**src/rtl/tdm_mux8_tx_pkg.sv**
```systemverilog
// tdm_pkg: shared types and helpers for the TDM transmitter and the
// matching receiver-side capture block.
//   tdm_state_t      : frame FSM state (IDLE, SEND)
//   TDM_N_CH_DEFAULT : default channel count
//   slot_cnt_w()     : slot-counter width for a given slot length
package tdm_pkg;

  typedef enum logic {
    IDLE = 1'b0,
    SEND = 1'b1
  } tdm_state_t;

  localparam int TDM_N_CH_DEFAULT = 8;

  // Counter must hold 0..slot_cycles-1. A slot length of 1 still gets one bit
  // so the counter never collapses to zero width.
  function automatic int slot_cnt_w(input int slot_cycles);
    int w;
    w = $clog2(slot_cycles);
    return (w < 1) ? 1 : w;
  endfunction

endpackage

```
**src/rtl/tdm_mux8_tx_if.sv**
```systemverilog
// tdm_mux8_tx_if: load handshake and serial TDM bus of the transmitter.
//   data_in/load : parallel word and load request (master -> slave)
//   ready        : transmitter idle, a load is accepted this edge
//   ser_out/sel/en : serial bit, channel index, slot active (to demux in/ctrl/en)
//   done         : one-cycle pulse after the last slot of a frame
interface tdm_mux8_tx_if
  import tdm_pkg::*;
#(
  parameter int N_CH = TDM_N_CH_DEFAULT
) ();
  localparam int SEL_W = $clog2(N_CH);

  logic [N_CH-1:0]  data_in;
  logic             load;
  logic             ready;
  logic             ser_out;
  logic [SEL_W-1:0] sel;
  logic             en;
  logic             done;

  modport master (
    output data_in, load,
    input  ready, ser_out, sel, en, done
  );

  modport slave (
    input  data_in, load,
    output ready, ser_out, sel, en, done
  );
endinterface

```
**src/rtl/tdm_mux8_tx_slot_timer.sv**
```systemverilog
// tdm_slot_timer: counts clocks within one TDM slot.
//   clk, rst : clock, synchronous active-high reset
//   clear    : force the count back to 0 (used while idle)
//   run      : advance the count this edge
//   slot_end : high on the terminal-count cycle (count = SLOT_CYCLES-1 and run)
module tdm_slot_timer
  import tdm_pkg::*;
#(
  parameter int SLOT_CYCLES = 4
) (
  input  logic clk,
  input  logic rst,
  input  logic clear,
  input  logic run,
  output logic slot_end
);
  localparam int CW = slot_cnt_w(SLOT_CYCLES);
  localparam logic [CW-1:0] LAST = CW'(SLOT_CYCLES - 1);

  logic [CW-1:0] cnt;

  assign slot_end = run && (cnt == LAST);

  always_ff @(posedge clk) begin
    if (rst || clear) cnt <= '0;
    else if (run)     cnt <= slot_end ? '0 : cnt + CW'(1);
  end
endmodule

```
**src/rtl/tdm_mux8_tx.sv**
```systemverilog
// tdm_mux8_tx: time-division transmitter feeding the 8-channel demux.
// Captures data_in on load&&ready, then drives channel i's bit on ser_out with
// sel=i and en=1 for SLOT_CYCLES clocks each, channels 0..N_CH-1 in order,
// followed by one IDLE cycle carrying the done pulse.
//   clk, rst : clock, synchronous active-high reset
//   bus      : tdm_mux8_tx_if slave (data_in, load, ready, ser_out, sel, en, done)
// All outputs are registered.
module tdm_mux8_tx
  import tdm_pkg::*;
#(
  parameter int N_CH        = TDM_N_CH_DEFAULT,
  parameter int SLOT_CYCLES = 4
) (
  input  logic          clk,
  input  logic          rst,
  tdm_mux8_tx_if.slave  bus
);
  localparam int SEL_W = $clog2(N_CH);
  localparam logic [SEL_W-1:0] SEL_LAST = SEL_W'(N_CH - 1);

  tdm_state_t       state_q, state_d;
  logic [N_CH-1:0]  shadow_q, shadow_d;
  logic [SEL_W-1:0] sel_q, sel_d, sel_nxt;
  logic             ser_q, ser_d;
  logic             en_q, en_d;
  logic             ready_q, ready_d;
  logic             done_q, done_d;
  logic             slot_end;

  tdm_slot_timer #(.SLOT_CYCLES(SLOT_CYCLES)) u_timer (
    .clk      (clk),
    .rst      (rst),
    .clear    (state_q == IDLE),
    .run      (state_q == SEND),
    .slot_end (slot_end)
  );

  assign sel_nxt = sel_q + SEL_W'(1);

  always_comb begin
    state_d  = state_q;
    shadow_d = shadow_q;
    sel_d    = sel_q;
    ser_d    = ser_q;
    en_d     = en_q;
    ready_d  = ready_q;
    done_d   = 1'b0;
    unique case (state_q)
      IDLE: begin
        ready_d = 1'b1;
        en_d    = 1'b0;
        ser_d   = 1'b0;
        sel_d   = '0;
        if (bus.load && ready_q) begin
          shadow_d = bus.data_in;
          ser_d    = bus.data_in[0];
          en_d     = 1'b1;
          ready_d  = 1'b0;
          state_d  = SEND;
        end
      end
      SEND: begin
        if (slot_end) begin
          if (sel_q == SEL_LAST) begin
            // sel returns to 0 only via IDLE, never wraps inside a frame
            en_d    = 1'b0;
            ser_d   = 1'b0;
            sel_d   = '0;
            ready_d = 1'b1;
            done_d  = 1'b1;
            state_d = IDLE;
          end else begin
            sel_d = sel_nxt;
            ser_d = shadow_q[sel_nxt];
          end
        end
      end
      default: state_d = IDLE;
    endcase
  end

  always_ff @(posedge clk) begin
    if (rst) begin
      state_q  <= IDLE;
      shadow_q <= '0;
      sel_q    <= '0;
      ser_q    <= 1'b0;
      en_q     <= 1'b0;
      ready_q  <= 1'b1;
      done_q   <= 1'b0;
    end else begin
      state_q  <= state_d;
      shadow_q <= shadow_d;
      sel_q    <= sel_d;
      ser_q    <= ser_d;
      en_q     <= en_d;
      ready_q  <= ready_d;
      done_q   <= done_d;
    end
  end

  assign bus.ready   = ready_q;
  assign bus.ser_out = ser_q;
  assign bus.sel     = sel_q;
  assign bus.en      = en_q;
  assign bus.done    = done_q;
endmodule

```
**src/flat_wrapper.sv**
```systemverilog
// flat-port wrapper written by rule: the top's interface ports become plain ports
module tdm_mux8_tx_flat import tdm_pkg::*;
#(
  parameter int N_CH        = TDM_N_CH_DEFAULT,
  parameter int SLOT_CYCLES = 4
)
  (clk, rst, bus_data_in, bus_load, bus_ready, bus_ser_out, bus_sel, bus_en, bus_done);
  tdm_mux8_tx_if #(.N_CH(N_CH)) bus_i ();
  input  logic clk;
  input  logic rst;
  input wire logic [$bits(bus_i.data_in)-1:0] bus_data_in;
  input wire logic [$bits(bus_i.load)-1:0] bus_load;
  output wire logic [$bits(bus_i.ready)-1:0] bus_ready;
  output wire logic [$bits(bus_i.ser_out)-1:0] bus_ser_out;
  output wire logic [$bits(bus_i.sel)-1:0] bus_sel;
  output wire logic [$bits(bus_i.en)-1:0] bus_en;
  output wire logic [$bits(bus_i.done)-1:0] bus_done;
  assign bus_i.data_in = bus_data_in;
  assign bus_i.load = bus_load;
  assign bus_ready = bus_i.ready;
  assign bus_ser_out = bus_i.ser_out;
  assign bus_sel = bus_i.sel;
  assign bus_en = bus_i.en;
  assign bus_done = bus_i.done;
  tdm_mux8_tx #(.N_CH(N_CH), .SLOT_CYCLES(SLOT_CYCLES)) u_core (.clk(clk), .rst(rst), .bus(bus_i));
endmodule
```
**config.mk**
```make
export PLATFORM = sky130hd
export DESIGN_NAME = tdm_mux8_tx_flat
export DESIGN_NICKNAME = d
export VERILOG_FILES = /design/src/rtl/tdm_mux8_tx_pkg.sv /design/src/rtl/tdm_mux8_tx_if.sv /design/src/rtl/tdm_mux8_tx_slot_timer.sv /design/src/rtl/tdm_mux8_tx.sv /design/src/flat_wrapper.sv
export SDC_FILE = /design/constraint.sdc
export NUM_CORES = 1
export LEC_CHECK = 0
export ABC_AREA = 0
export BUFFER_PORTS_ARGS = -buffer_cell sky130_fd_sc_hd__buf_2
export CORE_MARGIN = 4
export CORE_UTILIZATION = 35
export DETAILED_ROUTE_END_ITERATION = 10
export PLACE_DENSITY = 0.64
export SLEW_MARGIN = 20
export SYNTH_ARGS = -nofsm -noshare
export SYNTH_HDL_FRONTEND = slang
export SYNTH_SLANG_ARGS = --single-unit
```
**constraint.sdc**
```tcl
create_clock -name clk -period 1.95 [get_ports clk]
set_input_delay 0.585 -clock clk [delete_from_list [all_inputs] [get_ports clk]]
set_output_delay 0.585 -clock clk [all_outputs]
set_load 0.01 [all_outputs]
```
* Word-level counts from Yosys, hierarchy flattened *
Index checks and enable logic that the tools add are counted.

word-level totals
  register bits = 18
  input port bits = 11
  logic and storage cells = 45

operators by class
  $add $sub $neg = 2
  magnitude comparators = 1
  equal/unequal tests = 4
  mux-type cells = 22
  bitwise gates (word level) = 2
  reduce and logical (&&, ||, !) cells = 6

operator list
  kind                                                 number
  2-to-1 mux 1 bit                                     13
  one-hot mux 1 bit (2 select lines)                   4
  2-to-1 mux 3 bit                                     2
  one-hot mux 3 bit (2 select lines)                   1
  < comparator 3 x 4 -> 1 bit (second input constant)  1
  inequality test 2 bit (second input constant)        2
  AND reduction 2 bit                                  2
  adder 3 x 1 -> 3 bit (second input constant)         1
  binary-select mux 1 bit (select 3 bit)               1
  == test 3 bit (second input constant)                1
  OR reduction 3 bit                                   1
  adder 2 x 1 -> 2 bit (second input constant)         1
  == test 2 bit (second input constant)                1
  logical AND 1 bit                                    2
  2-to-1 mux 2 bit                                     1
  inverter 1 bit                                       2
  logical OR 1 bit                                     1

* Longest topological paths before layout *
Gate-level depths: netlist (run 1).

  depth in word-level cells = 6
  gate-level depth with buffers = 5
  gate-level depth less buffers = 5

* Cells and area by module *
Synthesis (run 1) repeated with hierarchy kept, for this count alone.

second synthesis, totals
  cells, all modules = 76
  area total of the unflattened synthesis = 799.5 sq um

by module, submodules not included
  module          times used  cells each  area each (sq um)
  tdm_mux8_tx     1           67          698.2
  tdm_slot_timer  1           9           101.3

* Worst setup path after synthesis (run 1) *
No wires, ideal clock.

  path type = register to register
  from = reg u_core.sel_q[0] (netlist: u_core.bus.sel[0])
  to = reg u_core.ser_q (netlist: u_core.bus.ser_out)
  library setup time = 116 ps
  data arrival time = 1724 ps
  data required time = 1834 ps
  setup slack = 110 ps
  stages on the path, launching flop included = 6
  buffers on the path = 0
  period minus slack after synthesis = 1840 ps
  cells stage by stage = dfxtp_1 -> ha_1 -> ha_1 -> mux4_2 -> nand2b_1 -> a31o_1

between the ends
  longest elaborated chain between the ends = 6
  elaborated cells on any way between the ends = 7
  those cells by class = add/sub: 1; eq/ne: 1; mux: 5

RTL lines
  element                                 RTL line           text
  start, declared                         tdm_mux8_tx.sv:23  logic [SEL_W-1:0] sel_q, sel_d, sel_nxt;
  start signal, assigned                  tdm_mux8_tx.sv:94  sel_q <= sel_d;
  adder 3 x 1 -> 3 bit                    tdm_mux8_tx.sv:38  assign sel_nxt = sel_q + SEL_W'(1);
  binary-select mux 1 bit (select 3 bit)  tdm_mux8_tx.sv:74  ser_d = shadow_q[sel_nxt];
  2-to-1 mux 1 bit (implied by the code)  tdm_mux8_tx.sv:74
  2-to-1 mux 1 bit *                      tdm_mux8_tx.sv:64  if (sel_q == SEL_LAST) begin
  2-to-1 mux 1 bit *                      tdm_mux8_tx.sv:63  if (slot_end) begin
  one-hot mux 1 bit (2 select lines) *    tdm_mux8_tx.sv:48  unique case (state_q)
  end signal, assigned                    tdm_mux8_tx.sv:95  ser_q <= ser_d;
  end, declared                           tdm_mux8_tx.sv:24  logic ser_q, ser_d;

Mark *: on every way between the ends. The rest lies on a longest branch, timed or not. The select of a mux whose other input is x is not followed.
A chain may end at the register's enable or synchronous reset.

* Worst setup path after layout (run 1) *
Ends and elaborated chain as after synthesis.

==> metrics.txt, run 1 <==
vias in the first global route=537; Power Density=790 nW/um^2; Design Power=0.709 mW; RePlAce Congestion=0.802; num rows=16; Seq/Total Area, Yosys=48.6%; dpl hpwl=1.09 mm; CP startpoint kind=flop; DIE AREA=2920 sq um; count leader, synth=dfxtp_1; yosys warns=0; die width=54.0 microns; H-tree depth=1; Fillers=211; Mapped Cells=71; Mapped Avg Cell Area=10.4 sq um; unrepaired setup endpoints after global routing=no; R2R depth=5; DRC viols=0; final instance area=897 sq um; later-pin clock latency in the skew report=0.29 ns; FMAX=551 MHz; Setup Crit Path Kind=reg -> reg; Routed Antenna Nets=0; clk_skew=0.000906 ns; Synth top area share=48.6%; Hold Path Class=reg -> reg; WL/cell=11.5 microns; Initial Util=37.4%; CP arrival=2.01 ns; total core area=1980 sq um; final worst path period share=93.1%; Worst slew margin=75.6%; Max-Cap Viols=0; initial antenna violation count=0; CP Data Required Time=2.14 ns; Pre-antenna DRT Iters=2; Post-DP Area=861 sq um; Die Ht=54.0 microns; Worst setup EP type=flop; dominant cell type by area after synthesis=dfxtp_1; ys async rst share=0%; worst slew pin tran=0.366 ns; Commonest cells post-synth=dfxtp_1, nor2_1, mux2i_1; IO Port Bufs=17; postcts setup bufs=0; setup TNS=0 ns; share of cells above drive strength 1=28.6%; unique cell type count in the Yosys netlist=20; final-stage net count=106; CP max FO=4; vias=561; CTS tree=yes; leakage power=0.395 nW; final hold violations=0; setup violators final=0; Max VDD drop=0.442 mV; post_cts resized=0; Cells on Worst Hold Path=1; Post-CTS Hold Buffers=0; EDFF count, synth=0; CTS clock-pin slew for the worst setup and hold paths=0.10 ns; CTS buffer count=3; first-pass GRT wire length=2.29 mm; Yosys reg bits=18; CTS Sinks=18; Area Growth Syn to Fin=21.1%; Iteration-0 DRC Markers=4; CTS Root Cell=clkbuf_4; Synth area leaders=dfxtp_1, mux2i_1, nor2_1, ha_1, nand3b_1; run status=finished clean; Layout Utilization=45.3%; global route total overflow=0; maximum buffer depth of the clock tree=2; Antenna Cells=0; number of top-level pins=18; DR vias/cell=4.75; min cycle time layout=1.82 ns; post-synthesis cell area=741 sq um; syn nets=85; pin count of the biggest net entering global routing=12; GRT Overall Usage=10.9%; top_reg_cell synth=dfxtp_1; drt total wl=1.36 mm; Slew Limit Fails=0
[cell usage in the layout (no fill, tap or decap), drive strengths merged, types with 3 or more instances in the layout]
cell type and n:
dfxtp 18, a21oi 4, nor2 12, mux2i 11
buf 19, nand2 3, nand2b 3, ha 3
clkbuf 4, nand3b 4
[registers in the layout, indices dropped and copies added (netlist names)]
signal and flops:
u_core.shadow_q 8, u_core.bus.sel 3, u_core.u_timer.cnt 2, u_core.bus.done 1, u_core.bus.en 1, u_core.bus.ready 1
u_core.bus.ser_out 1, u_core.state_q 1
[routing by layer]
layer	vias up	share of wire (%)	track usage [%]
met1	262	44	12.3
met2	13	47	18.5
met3	0	8.8	5.26
li1	286	-	-
met4	0	0	2.49
met5	-	0	0
[critical path, stage by stage, from the launching register on]
cell	delay (ns)
dfxtp_1	0.33
ha_1	0.20
ha_1	0.35
mux4_2	0.51
nand2b_1	0.16
a31o_1	0.17
[report_power, final]
group / leakage [nW] / switching [mW] / internal, mW
clock network: 0.0210 / 0.111 / 0.114
logic: 0.227 / 0.0381 / 0.0425
registers: 0.147 / 0.0139 / 0.390
total: 0.395 / 0.163 / 0.546
[metrics by stage]
step | hold WS [ns] | std cells | setup slack (ns)
3_5_place_dp | 0.434 | 114 | 0.143
5_1_grt | 0.462 | 118 | 0.0674
2_1_floorplan | 0.408 | 71 | 0.110
6_report | 0.444 | 118 | 0.135
3_3_place_gp | 0.417 | 114 | 0.205
4_1_cts | 0.448 | 118 | 0.127
[worst paths after layout]
kind	startpoint	endpoint	slack, ns
worst min-delay path	u_core.u_timer.cnt[0]	u_core.u_timer.cnt[0]	0.44
worst min register to register	u_core.u_timer.cnt[0]	u_core.u_timer.cnt[0]	0.44
worst max register to register	u_core.bus.sel[0]	u_core.bus.ser_out	0.13
worst max-delay path	u_core.bus.sel[0]	u_core.bus.ser_out	0.13
[logic make-up (layout without fill, tap and decap cells)]
family                   after synthesis  in the layout  synth area share (%)
buffers and inverters                  4             24                  2.36
flip-flops                            18             18                  48.6
AND/OR/NAND/NOR                       26             26                  17.7
multiplexers                          12             12                  17.9
AO/OA/AOI/OAI                          8              8                  8.28
adder cells (fa/ha/maj)                3              3                  5.07
[cell type report]
cell class,instances,area (sq um),area share (%)
clock buffer,4,36.3,4.04
inverter,1,3.75,0.418
sequential,18,360,40.2
multi-input combinational,49,363,40.4
timing repair buffer,19,100,11.2
tap,27,33.8,3.77
Note: power is estimated with default switching activity, not from simulation.
==> inputs of run 2 (changes only) <==
- CELL_PAD_IN_SITES_DETAIL_PLACEMENT: not set -> 1
- CELL_PAD_IN_SITES_GLOBAL_PLACEMENT: not set -> 2
- CORE_UTILIZATION: 35 -> 31
- PLACE_DENSITY: 0.64 -> 0.83
==> run 2 against run 1 <==
Net effect: clock power rose by 5%; worst setup slack gained 0.024 ns; via count up 3.0%; clock-buffer cell count unchanged; combinational power is 2% higher; highest routed layer is now met4.
==> metrics.txt, run 2 (same netlist as run 1, synthesis figures left out) <==
CTS buffer count=3; die width=56.9 microns; RePlAce Congestion=0.754; CP max FO=4; switching share of total power=24.4%; worst slew pin tran=0.365 ns; Internal Power=0.546 mW; GRT busiest layer=met2; setup TNS=0 ns; IO Port Bufs=17; DRC viols=0; maximum buffer depth of the clock tree=2; Levels on crit path=5; Iteration-0 DRC Markers=8; cell mode on critical path=ha_1; met1 Use GR=13.0%; number of top-level pins=18; Area Growth Syn to Fin=21.3%; Setup Crit Path Kind=reg -> reg; GRT met3 Usage=2.76%; DIE AREA=3240 sq um; FMAX=558 MHz; drt total wl=1.58 mm; Max VDD drop=0.447 mV; H-tree depth=1; Post-CTS Hold Buffers=0; most flop-heavy register=u_core.shadow_q; Switching Power=0.176 mW; leakage power=0.395 nW; vias in the first global route=589; CTS Root Cell=clkbuf_4; routing usage on met2=17.0%; CP arrival=2.00 ns; Hold WS=0.443 ns; Hold Path Class=reg -> reg; CP peak stage delay=0.50 ns; Cells on Worst Hold Path=1; clock network fraction of total power=32.7%; Routed Antenna Nets=0; slowest library cell on the worst path=mux4_2; Antenna Cells=0; sequential share of power=55.9%; later-pin clock latency in the skew report=0.30 ns; commonest cells after routing, fill and taps aside=dfxtp_1, buf_2, nor2_1; num rows=17; setup violators final=0; postcts setup bufs=0; unrepaired setup endpoints after global routing=no; Worst slew margin=75.7%; WL/cell=13.2 microns; CTS tree=yes; final-stage net count=106; initial antenna violation count=0; pin count of the biggest net entering global routing=12; Power Density=804 nW/um^2; CP delay by family, top=adder cells; first-pass GRT wire length=2.64 mm; Slew Limit Fails=0; crit path cell chain=ha_1 -> ha_1 -> mux4_2 -> nand2b_1 -> a31o_1; max reg flops=8; Pre-antenna DRT Iters=3; post_cts resized=0; crit path buf inv count=0; global route total overflow=0; Worst setup EP type=flop; clk_skew=0.00658 ns; run status=finished clean; Initial Util=33.2%; DR vias/cell=4.86; GRT Overall Usage=10.6%; final worst path period share=91.9%; CTS Sinks=18; most common cell after layout, fill and taps aside=dfxtp_1; vias=578; CTS clock-pin slew for the worst setup and hold paths=0.11 ns; combinational share of power=11.4%; R2R depth=5; total core area=2230 sq um; CP Data Required Time=2.16 ns; CP startpoint kind=flop; Die Ht=56.9 microns; min cycle time layout=1.79 ns; Max-Cap Viols=0; share of cells above drive strength 1=28.6%; final hold violations=0; dpl hpwl=1.23 mm
run 2: cell counts in the layout (fill, tap and decap cells not counted):
Identical to the previous run, type by type.
run 2: metal layers:
metal	up-vias	wire, microns
li1	289	-
met1	274	739
met2	13	735
met3	2	74
met4	0	25
met5	-	0
run 2: final timing paths:
path,from,to,slack [ns]
worst max register to register,u_core.bus.sel[1],u_core.bus.ser_out,0.16
worst min register to register,u_core.u_timer.cnt[0],u_core.u_timer.cnt[0],0.44
worst max-delay path,u_core.bus.sel[1],u_core.bus.ser_out,0.16
worst min-delay path,u_core.u_timer.cnt[0],u_core.u_timer.cnt[0],0.44
run 2: worst reg2reg max path, cell delays in order (launching register included):
cell      delay (ns)
dfxtp_1         0.34
ha_1            0.18
ha_1            0.36
mux4_2          0.50
nand2b_1        0.15
a31o_1          0.17
run 2: area by class of cell:
cell class	instances	area, sq um
fillers	273	1340
multi-input cells	49	363
flip-flops and latches	18	360
repair buffers	19	100
clock buffers	4	36.3
well taps	28	35.0
inverters	1	3.75
run 2: power groups by stage:
stage	clock network (mW)	registers [mW]	logic, mW
floorplan	0	0.412	0.0534
global placement	0	0.411	0.0809
detailed placement	0	0.413	0.0838
CTS	0.245	0.404	0.0842
global route	0.258	0.407	0.0918
finish	0.236	0.404	0.0823
run 2: through the flow:
step	area, sq um	instances	power [mW]	util [%]	setup slack (ns)
after floorplan	741	71	0.465	-	0.110
after global placement	862	115	0.492	38.6	0.198
after detailed placement	862	115	0.497	38.6	0.148
after CTS	898	119	0.733	40.2	0.135
after global routing	898	119	0.757	40.2	0.0454
final	898	119	0.722	40.2	0.159
